==> src/rtl/instr_prefetch_unit.sv <==
// Instruction prefetch unit: owns the PC, issues reads to a 1-cycle-latency
// instruction memory, and buffers {instruction, PC} pairs in a small FIFO that
// feeds the IF/ID register under a valid/ready handshake. A redirect flushes
// the buffer and the in-flight read, then restarts fetch from a new PC.
module instr_prefetch_unit #(
  parameter int          DEPTH    = 4,
  parameter int          PC_W     = 5,
  parameter int unsigned RESET_PC = 0
) (
  input  logic                       Clk,
  input  logic                       Reset,
  output logic                       Imem_Req,
  output logic [PC_W-1:0]            Imem_Addr,
  input  logic [7:0]                 Imem_Data,
  output logic                       Out_Valid,
  input  logic                       Out_Ready,
  output logic [7:0]                 Out_Instr,
  output logic [PC_W-1:0]            Out_PC,
  input  logic                       Redirect,
  input  logic [PC_W-1:0]            Redirect_PC,
  output logic [$clog2(DEPTH):0]     Fill_Level
);

  localparam int AW = $clog2(DEPTH);
  localparam int CW = AW + 1;

  logic [PC_W-1:0] pc_q, pc_d;
  logic            inflight_q, inflight_d;
  logic [PC_W-1:0] resp_pc_q, resp_pc_d;
  logic [AW-1:0]   head_q, head_d;
  logic [AW-1:0]   tail_q, tail_d;
  logic [CW-1:0]   count_q, count_d;

  logic [7:0]      instr_mem [DEPTH];
  logic [PC_W-1:0] pc_mem    [DEPTH];

  logic            push;
  logic            pop;
  logic [CW:0]     credits_used;

  // Credit check counts the in-flight read against free space before any
  // same-cycle pop, so a returning response always has a slot waiting.
  always_comb begin
    credits_used = {1'b0, count_q} + (CW+1)'(inflight_q);
    Imem_Req     = !Reset && !Redirect && (credits_used < (CW+1)'(DEPTH));
    Imem_Addr    = pc_q;
    Out_Valid    = (count_q != '0);
    Out_Instr    = Out_Valid ? instr_mem[head_q] : 8'h00;
    Out_PC       = Out_Valid ? pc_mem[head_q]    : '0;
    Fill_Level   = count_q;
    push         = inflight_q && !Redirect;
    pop          = Out_Valid && Out_Ready;
  end

  // Next-state logic for PC, in-flight tracking and FIFO pointers.
  always_comb begin
    // NOTE: every signal gets a default first so no path leaves it unassigned,
    // which is what would otherwise infer a latch.
    pc_d       = pc_q;
    inflight_d = Imem_Req;
    resp_pc_d  = resp_pc_q;
    head_d     = head_q;
    tail_d     = tail_q;
    count_d    = count_q;

    if (Redirect) begin
      pc_d       = Redirect_PC;
      inflight_d = 1'b0;
      head_d     = '0;
      tail_d     = '0;
      count_d    = '0;
    end else begin
      if (Imem_Req) begin
        pc_d      = pc_q + PC_W'(1);
        resp_pc_d = pc_q;
      end
      if (push) tail_d = tail_q + AW'(1);
      if (pop)  head_d = head_q + AW'(1);
      unique case ({push, pop})
        2'b10:   count_d = count_q + CW'(1);
        2'b01:   count_d = count_q - CW'(1);
        default: count_d = count_q;
      endcase
    end
  end

  // Control state registers, cleared asynchronously by Reset.
  always_ff @(posedge Clk or posedge Reset) begin
    // NOTE: sequential state uses non-blocking assignments so every flop
    // samples the pre-edge value of every other flop.
    if (Reset) begin
      pc_q       <= PC_W'(RESET_PC);
      inflight_q <= 1'b0;
      resp_pc_q  <= '0;
      head_q     <= '0;
      tail_q     <= '0;
      count_q    <= '0;
    end else begin
      pc_q       <= pc_d;
      inflight_q <= inflight_d;
      resp_pc_q  <= resp_pc_d;
      head_q     <= head_d;
      tail_q     <= tail_d;
      count_q    <= count_d;
    end
  end

  // FIFO storage write at the tail when a response returns.
  always_ff @(posedge Clk) begin
    // NOTE: storage is deliberately not reset; the outputs are masked to zero
    // while the FIFO is empty, so stale contents are never observable.
    if (push) begin
      instr_mem[tail_q] <= Imem_Data;
      pc_mem[tail_q]    <= resp_pc_q;
    end
  end

endmodule

==> config.mk <==
export PLATFORM = sky130hd
export DESIGN_NAME = instr_prefetch_unit
export DESIGN_NICKNAME = d
export VERILOG_FILES = /design/src/rtl/instr_prefetch_unit.sv
export SDC_FILE = /design/constraint.sdc
export NUM_CORES = 1
export LEC_CHECK = 0
export CORE_ASPECT_RATIO = 1.2
export CORE_MARGIN = 8
export CORE_UTILIZATION = 49
export CTS_BUF_LIST = sky130_fd_sc_hd__clkbuf_8
export DETAILED_ROUTE_END_ITERATION = 8
export PLACE_DENSITY = 0.77
export SLEW_MARGIN = 20
export SYNTH_ARGS = -nofsm -noshare
export SYNTH_HDL_FRONTEND = slang
export SYNTH_SLANG_ARGS = --single-unit
==> constraint.sdc <==
create_clock -name Clk -period 4.8 [get_ports Clk]
set_input_delay 0.96 -clock Clk [delete_from_list [all_inputs] [get_ports Clk]]
set_output_delay 0.96 -clock Clk [all_outputs]
set_load 0.02 [all_outputs]
==> results of run 1 <==
registers in the layout (all words and copies together) (netlist names):
| name | flops |
|---|---|
| instr_mem | 32 |
| pc_mem | 20 |
| Imem_Addr | 5 |
| resp_pc_q | 5 |
| Fill_Level | 3 |
| head_q | 2 |
| tail_q | 2 |
| inflight_q | 1 |
power breakdown:
group / leakage, nW / internal, mW / switching, mW
Sequential: 0.700 / 0.721 / 0.105
Combinational: 0.471 / 0.292 / 0.234
Clock: 0.108 / 0.304 / 0.210
Total: 1.28 / 1.32 / 0.549
worst paths after layout:
path,from,end,depth (start not counted)
worst min register to register,resp_pc_q[0],pc_mem[0][0],0
max in group asynchronous,Reset,Fill_Level[2],2
worst min-delay path,resp_pc_q[0],pc_mem[0][0],0
worst max register to register,Fill_Level[0],Fill_Level[2],6
worst max-delay path,Redirect,Imem_Req,5
min in group asynchronous,Reset,Imem_Addr[2],2
cell usage in the layout (no fill, tap or decap), types with 3 or more instances in the layout:
cell type / instances
and2_1: 4
o211ai_1: 3
nand3_1: 8
inv_1: 8
ha_1: 5
nor2b_1: 14
clkbuf_8: 10
mux2_2: 5
dfrtp_1: 18
o311ai_0: 4
nand2_1: 7
xnor2_1: 4
or4b_1: 3
nor2_1: 6
mux4_2: 14
edfxtp_1: 52
clkdlybuf4s50_1: 39
routing by layer:
| layer | vias to the layer above | part of all wire (%) | wire length [microns] | track usage, % |
|---|---|---|---|---|
| li1 | 773 | - | - | - |
| met1 | 810 | 42 | 2120 | 13.7 |
| met2 | 58 | 51 | 2560 | 20.9 |
| met3 | 6 | 5.6 | 279 | 3.86 |
| met4 | 0 | 1.2 | 60 | 6.63 |
| met5 | - | 0 | 0 | 0 |
critical path: stages:
cell	delay, ns
clkdlybuf4s50_1	0.64
nor3_2	0.39
nand2_1	0.20
inv_1	0.09
clkdlybuf4s50_1	0.60
cell families (layout without fill, tap and decap cells):
logic type               count (synthesis)  count (layout)  synth area share, %
flip-flops                              70              70                 66.2
AND/OR/NAND/NOR                         50              50                 9.59
multiplexers                            20              20                 12.6
buffers and inverters                   18              64                 3.50
AO/OA/AOI/OAI                           12              12                 3.70
adder cells (fa/ha/maj)                  6               6                 2.72
XOR/XNOR                                 6               6                 1.73
cells in the mapped netlist, types with 2 or more instances:
master / instances / share of area [%]
edfxtp_1: 52 / 51
dfrtp_1: 18 / 15
mux4_2: 14 / 10
nor2b_1: 14 / 2.9
inv_1: 8 / 0.99
nand3_1: 8 / 1.3
nand2_1: 7 / 0.86
nor2_1: 6 / 0.74
ha_1: 5 / 2.1
mux2_2: 5 / 1.9
and2_1: 4 / 0.82
buf_2: 4 / 0.66
buf_6: 4 / 1.5
o311ai_0: 4 / 1.2
xnor2_1: 4 / 1.2
o211ai_1: 3 / 0.74
or4b_1: 3 / 0.99
and3_1: 2 / 0.41
nor3_2: 2 / 0.66
o21bai_1: 2 / 0.49
xor2_1: 2 / 0.58
layout make-up:
class / instances / area, sq um / area share, %
multi-input cells: 94 / 921 / 25.0
inverters: 9 / 33.8 / 0.917
repair buffers: 39 / 390 / 10.6
clock inverters: 6 / 85.1 / 2.31
well taps: 82 / 103 / 2.79
flip-flops and latches: 70 / 2010 / 54.6
clock buffers: 10 / 138 / 3.74
through the flow:
step	util, %	cells	total power [mW]	instance area, sq um
detailed placement	57.5	294	1.38	3460
floorplan	-	182	1.18	3040
CTS	61.2	310	1.89	3680
finish	61.2	310	1.87	3680
global placement	57.5	294	1.37	3460
global route	61.2	310	1.96	3680
==> flow_summary.json, run 1 <==
{
  "status": "finished clean",
  "worstSkewPairLatency_ns": 0.34,
  "max_freq_mhz": 260,
  "synth-seq-cells": 70,
  "rsz0062_at_grt": "false",
  "synth-edff-count": 52,
  "cap_violations": 0,
  "ir_drop_mv": 0.273,
  "worst_pin_slew_ns": 0.925,
  "grt_pass1_wl_mm": 8.27,
  "cts_hold_buf": 0,
  "cp-start-kind": "primary input",
  "synth_nets": 205,
  "drc_errors": 0,
  "core-area_sq_um": 6010,
  "drtPass1Iterations": 4,
  "htreeDepth": 3,
  "skew_ns": 0.00659,
  "portBuffers": 39,
  "crit_required_ns": 3.84,
  "ctsResizeCount": 0,
  "place_ws_ns": 0.978,
  "r2r_setup_slack_ns": 2.45,
  "yosys_warnings": 0,
  "hold_violations": 0,
  "grt_start_max_net_pins": 19,
  "ant_nets": 0,
  "syn_to_final_growth_pct": 21.2,
  "clk_pin_slew_ns": 0.07,
  "vias": 1647,
  "synth_cell_types": 32,
  "p_leak_nw": 1.28,
  "hold_class": "register to register",
  "syn_area_sq_um": 3040,
  "async_reset_ff_share_pct": 25.7,
  "row_count": 31,
  "fillers": 444,
  "dieArea_sq_um": 8990,
  "die_y_microns": 102,
  "whs_ns": 0.522,
  "gr-usage-all-layers_pct": 12.4,
  "post-route-period-util_pct": 80.0,
  "dp_hpwl_mm": 3.47,
  "routed_wirelength_mm": 5.02,
  "clockBufferDepth": 2,
  "worstSetupEndpointType": "primary output",
  "slew_headroom_pct": 38.4,
  "finalMaxSlewViolations": 0,
  "setup_violations": 0,
  "die_x_microns": 87.9,
  "num_io_pins": 40,
  "timing.final.ws_setup_ns": 0.961,
  "routabilityCongestion": 0.792,
  "antenna_found_initial": 0,
  "post_drt_wl_per_cell_microns": 16.2,
  "cts_buffers": 9,
  "postCtsSetupBuffers": 0,
  "crit_arrival_ns": 2.88,
  "cts-root-buf": "clkbuf_8",
  "drive_gt1_share_pct": 17.5,
  "yosys_most_used_dff": "edfxtp_1",
  "final_nets": 246,
  "globalRoute.totalOverflow": 0,
  "drt_iter0_markers": 97,
  "post_drt_via_cell_ratio": 5.31,
  "grt_pass1_vias": 1753,
  "min_period_ns": 3.84,
  "cts_tree": "done",
  "syn_inst": 182,
  "avgSynthCellArea_sq_um": 16.7,
  "clock-sinks": 70,
  "n_antenna_cell": 0,
  "floorplan.initialDensity_pct": 50.6,
  "critPathKind": "primary input to primary output",
  "p_per_area_nw_per_um2": 507,
  "setup-tns-final_ns": 0,
  "seq_area_frac_synth_pct": 66.2,
  "path_max_fanout": 14
}
(Power assumes the default switching activity.)
==> inputs of run 2 (changes only) <==
--- a/config.mk
+++ b/config.mk
@@ -10,7 +10,7 @@
 export CORE_UTILIZATION = 49
 export CTS_BUF_LIST = sky130_fd_sc_hd__clkbuf_8
 export DETAILED_ROUTE_END_ITERATION = 8
-export PLACE_DENSITY = 0.77
+export PLACE_DENSITY = 0.8
 export SLEW_MARGIN = 20
 export SYNTH_ARGS = -nofsm -noshare
 export SYNTH_HDL_FRONTEND = slang
==> constraint.sdc (replaced) <==
create_clock -name Clk -period 3.3 [get_ports Clk]
set_input_delay 0.66 -clock Clk [delete_from_list [all_inputs] [get_ports Clk]]
set_output_delay 0.66 -clock Clk [all_outputs]
set_load 0.02 [all_outputs]
==> run 2 against run 1 <==
Net effect:
- sequential power is 40% higher
- non-clock buffer count rose by 4
- final cell count grew 1.3%
- first-iteration DRC count decreased by 24%
- power up 54%
- die area is the same
- design area increased by 1.8%
==> flow_summary.json, run 2 (synthesis results as in run 1) <==
{
  "crit_buf_inv": 2,
  "dp_hpwl_mm": 3.57,
  "syn_to_final_growth_pct": 23.4,
  "reg2reg_from": "inflight_q",
  "cts_buffers": 9,
  "final_nets": 250,
  "post_drt_wl_per_cell_microns": 16.5,
  "path_max_fanout": 13,
  "die_y_microns": 102,
  "clockBufferDepth": 2,
  "portBuffers": 39,
  "num_io_pins": 40,
  "post-route-period-util_pct": 88.4,
  "clock-sinks": 70,
  "reg2reg_to": "Fill_Level[2]",
  "p_per_area_nw_per_um2": 765,
  "top_register": "instr_mem",
  "max_freq_mhz": 343,
  "ctsResizeCount": 0,
  "floorplan.initialDensity_pct": 50.6,
  "min_period_ns": 2.92,
  "crit_chain": "buf_4, mux4_2, nor2b_1, clkdlybuf4s50_1",
  "drc_errors": 0,
  "grt_start_max_net_pins": 19,
  "cts_hold_buf": 0,
  "p_clk_share_pct": 30.5,
  "p_switching_uw": 802,
  "setup-tns-final_ns": 0,
  "cts-root-buf": "clkbuf_8",
  "slowest_delay_ns": 0.55,
  "cap_violations": 0,
  "ir_drop_mv": 0.363,
  "die_x_microns": 87.9,
  "finalMaxSlewViolations": 0,
  "drive_gt1_share_pct": 18.5,
  "dieArea_sq_um": 8990,
  "row_count": 31,
  "core-area_sq_um": 6010,
  "top_regs": "instr_mem: 32 flops, pc_mem: 20 flops",
  "hold_class": "register to register",
  "clk_pin_slew_ns": 0.07,
  "ff2ff_path_depth": 6,
  "vias": 1634,
  "n_antenna_cell": 0,
  "r2r_setup_slack_ns": 0.89,
  "post_drt_via_cell_ratio": 5.20,
  "worstSkewPairLatency_ns": 0.33,
  "min_path_cells": 0,
  "p_leak_nw": 1.32,
  "grt_pass1_wl_mm": 8.36,
  "drt_iter0_markers": 74,
  "worstSetupEndpointType": "primary output",
  "globalRoute.totalOverflow": 0,
  "largest_reg_flops": 32,
  "cp-start-kind": "register",
  "layout_commonest_cell": "edfxtp_1",
  "ant_nets": 0,
  "crit_required_ns": 2.64,
  "grt_pass1_vias": 1726,
  "gr-usage-all-layers_pct": 12.6,
  "htreeDepth": 3,
  "antenna_found_initial": 0,
  "cts_tree": "done",
  "drtPass1Iterations": 4,
  "critPathTopFamily": "buffers and inverters",
  "postCtsSetupBuffers": 0,
  "setup_violations": 0,
  "hold_path_startpoint": "resp_pc_q[1]",
  "routed_wirelength_mm": 5.17,
  "p_sw_share_pct": 27.9,
  "timing.final.ws_setup_ns": 0.384,
  "p_comb_share_pct": 29.0,
  "critPathKind": "register to primary output",
  "place_ws_ns": 0.423,
  "final_cell_mix": "edfxtp_1, clkdlybuf4s50_1, dfrtp_1",
  "cpMaxStageDelayCell": "mux4_2",
  "worst_pin_slew_ns": 0.673,
  "skew_ns": 0.00491,
  "p_int_mw": 2.07,
  "rsz0062_at_grt": "false",
  "slew_headroom_pct": 55.1,
  "whs_endpoint": "pc_mem[2][1]",
  "routabilityCongestion": 0.776,
  "status": "finished clean",
  "p_seq_share_pct": 40.5,
  "crit_arrival_ns": 2.26,
  "hold_violations": 0
}
run 2: cell types whose count changed in the layout (fill, tap and decap cells not counted):
| cell | previous run | this run |
|---|---|---|
| clkinvlp_4 | 2 | 1 |
| clkinv_1 | 0 | 1 |
| clkinv_2 | 2 | 1 |
| clkbuf_8 | 10 | 9 |
| buf_4 | 0 | 4 |
| bufinv_16 | 2 | 4 |
run 2: worst max-delay path by stage:
| stage | end | slack, ns | cells past startpoint | startpoint |
|---|---|---|---|---|
| finish | Out_PC[2] | 0.38 | 4 | head_q[0] |
| global route | Out_PC[2] | 0.24 | 4 | head_q[0] |
| CTS | Out_PC[4] | 0.34 | 4 | head_q[0] |
| detailed placement | Imem_Req | 0.42 | 5 | Redirect |
| global placement | Imem_Req | 0.47 | 5 | Redirect |
| floorplan | Fill_Level[2] | 0.97 | 7 | Fill_Level[0] |
run 2: area by class of cell:
class                           count  area, sq um
Multi-Input combinational cell     94          921
Clock buffer                        9          124
Timing Repair Buffer               43          420
Fill cell                         447         2260
Inverter                            9         33.8
Tap cell                           82          103
Sequential cell                    70         2010
Clock inverter                      7          136
run 2: per-stage QoR:
step / hold slack, ns / instance area [sq um] / power [mW] / utilization, % / instances
after floorplan: 0.471 / 3040 / 1.72 / - / 182
after global placement: 0.493 / 3490 / 2.01 / 58.0 / 298
after detailed placement: 0.513 / 3490 / 2.03 / 58.0 / 298
after CTS: 0.533 / 3750 / 2.90 / 62.4 / 314
after global routing: 0.564 / 3750 / 3.00 / 62.4 / 314
final: 0.530 / 3750 / 2.87 / 62.4 / 314
run 2: routing by layer:
| layer | vias up | global-route usage, % | share of wire [%] | routed length [microns] |
|---|---|---|---|---|
| met4 | 0 | 5.97 | 1.8 | 94 |
| li1 | 778 | - | - | - |
| met5 | - | 0 | 0 | 0 |
| met1 | 805 | 13.4 | 43 | 2200 |
| met2 | 43 | 22.0 | 50 | 2600 |
| met3 | 8 | 3.70 | 5.2 | 271 |
run 2: power by group through the flow:
stage	Sequential [mW]	Clock (mW)	Combinational (mW)
final	1.16	0.875	0.831
after global routing	1.18	0.927	0.894
after CTS	1.17	0.889	0.849
after detailed placement	1.18	0	0.845
after global placement	1.17	0	0.838
after floorplan	1.14	0	0.577
==> inputs of run 3 (changes only) <==
--- a/config.mk
+++ b/config.mk
@@ -10,8 +10,7 @@
 export CORE_UTILIZATION = 49
 export CTS_BUF_LIST = sky130_fd_sc_hd__clkbuf_8
 export DETAILED_ROUTE_END_ITERATION = 8
-export PLACE_DENSITY = 0.8
-export SLEW_MARGIN = 20
+export PLACE_DENSITY = 0.82
 export SYNTH_ARGS = -nofsm -noshare
 export SYNTH_HDL_FRONTEND = slang
 export SYNTH_SLANG_ARGS = --single-unit
==> run 3 against run 2 <==
Net effect:
- power down 5.3%
- clock power is 18% lower
- die area unchanged
- flip-flop and latch count stayed put
- critical path type unchanged
- largest power group unchanged
- wire length grew 0.60%
- maximum frequency is 1.4% lower
- largest cell class unchanged
- design area fell by 1.0%
==> flow_summary.json, run 3 (synthesis results as in run 1) <==
{
  "critPathTopFamily": "buffers and inverters",
  "crit_chain": "buf_4, mux4_2, nor2b_1, clkdlybuf4s50_1",
  "worstSetupEndpointType": "primary output",
  "status": "finished clean",
  "busiest_layer": "met2",
  "dieArea_sq_um": 8990,
  "rsz0062_at_grt": "false",
  "worst_pin_slew_ns": 0.667,
  "syn_to_final_growth_pct": 22.1,
  "grt_util_met2_pct": 23.0,
  "fillers": 443,
  "p_seq_share_pct": 42.3,
  "postLayoutCellArea_sq_um": 3710,
  "postCtsSetupBuffers": 0,
  "setup-tns-final_ns": 0,
  "p_per_area_nw_per_um2": 733,
  "layout_commonest_cell": "edfxtp_1",
  "cts_hold_buf": 0,
  "ctsResizeCount": 0,
  "finalMaxSlewViolations": 0,
  "timing.final.ws_setup_ns": 0.342,
  "ant_nets": 0,
  "htreeDepth": 3,
  "die_x_microns": 87.9,
  "drt_iter0_markers": 90,
  "die_y_microns": 102,
  "slew_headroom_pct": 55.5,
  "globalRoute.totalOverflow": 0,
  "seqCellArea_sq_um": 2010,
  "drtPass1Iterations": 4,
  "cpMaxStageDelayCell": "clkdlybuf4s50_1",
  "final_cells": 315,
  "hold_violations": 0,
  "largest_reg_flops": 32,
  "whs_ns": 0.524,
  "floorplan.initialDensity_pct": 50.6,
  "path_max_fanout": 13,
  "grt_pass1_wl_mm": 8.65,
  "grtUsageMet1_pct": 13.6,
  "dp_hpwl_mm": 3.61,
  "clock-sinks": 70,
  "multi_input_area_sq_um": 921,
  "p_leak_nw": 1.31,
  "drive_gt1_share_pct": 18.9,
  "vias": 1665,
  "num_io_pins": 40,
  "final_nets": 251,
  "routed_wirelength_mm": 5.20,
  "skew_ns": 0.00665,
  "cap_violations": 0,
  "grt_pass1_vias": 1804,
  "gr-usage-all-layers_pct": 12.9,
  "core-area_sq_um": 6010,
  "cts-root-buf": "clkbuf_8",
  "crit_required_ns": 2.64,
  "p_comb_share_pct": 31.2,
  "n_antenna_cell": 0,
  "setup_violations": 0,
  "cts_buffers": 9,
  "clk_pin_slew_ns": 0.07,
  "place_inst": 299,
  "worstSkewPairLatency_ns": 0.33,
  "p_switching_uw": 800,
  "final_cell_mix": "edfxtp_1, clkdlybuf4s50_1, dfrtp_1",
  "min_period_ns": 2.96,
  "hold_class": "register to register",
  "portBuffers": 39,
  "p_sw_share_pct": 29.4,
  "antenna_found_initial": 0,
  "top_regs": "instr_mem: 32 flops, pc_mem: 20 flops",
  "top_register": "instr_mem",
  "routabilityCongestion": 0.736,
  "post_drt_via_cell_ratio": 5.29,
  "max_freq_mhz": 338,
  "post_drt_wl_per_cell_microns": 16.5,
  "clockBufferDepth": 2,
  "grt_use_met3_pct": 4.10,
  "crit_arrival_ns": 2.30,
  "slowest_delay_ns": 0.57,
  "ir_drop_mv": 0.410,
  "grt_start_max_net_pins": 19,
  "p_clk_share_pct": 26.4,
  "drc_errors": 0,
  "cts_tree": "done",
  "p_int_mw": 1.92,
  "place_ws_ns": 0.456,
  "row_count": 31,
  "critPathKind": "register to primary output",
  "cp-start-kind": "register",
  "crit_buf_inv": 2,
  "post-route-period-util_pct": 89.6,
  "placed_cell_area_sq_um": 3500
}
## run 3: path summary, 6_finish.rpt
| kind | startpoint | to | slack (ns) | depth (start not counted) |
|---|---|---|---|---|
| min in group asynchronous | Reset | Fill_Level[0] | 0.79 | 2 |
| max in group asynchronous | Reset | Fill_Level[2] | 2.09 | 2 |
| worst min-delay path | resp_pc_q[2] | pc_mem[1][2] | 0.52 | 0 |
| worst max-delay path | head_q[0] | Out_PC[4] | 0.34 | 4 |
| worst max register to register | inflight_q | Fill_Level[2] | 0.91 | 6 |
| worst min register to register | resp_pc_q[2] | pc_mem[1][2] | 0.52 | 0 |
## run 3: per-stage QoR
stage          utilization [%]  power [mW]
6_report                  61.7        2.72
5_1_grt                   61.7        2.87
4_1_cts                   61.7        2.76
3_5_place_dp              58.2        2.03
3_3_place_gp              58.2        2.02
2_1_floorplan                -        1.72
## run 3: cell type report
cell class	instances	share of cell area (%)
sequential	70	54.2
multi-input combinational	94	24.8
timing repair buffer	44	11.5
clock buffer	9	3.34
tap	82	2.76
clock inverter	7	2.43
inverter	9	0.910
## run 3: layer usage
metal  up-vias  share of wire [%]
met5         -                  0
met4         0                1.2
met3         6                5.6
met2        51                 54
met1       823                 39
li1        785                  -
## run 3: worst register-to-register path, cell delays in order (launching register included)
cell      delay (ns)
dfrtp_1         0.61
nor2b_1         0.38
nor2_1          0.10
fa_1            0.43
nand2b_1        0.16
mux4_2          0.44
and3_1          0.17
## run 3: power groups by stage
stage                     clock [mW]  combinational (mW)  sequential [mW]
final                          0.719               0.849             1.15
after global routing           0.779               0.924             1.16
after CTS                      0.738               0.869             1.15
after detailed placement           0               0.866             1.17
after global placement             0               0.856             1.16
after floorplan                    0               0.577             1.14
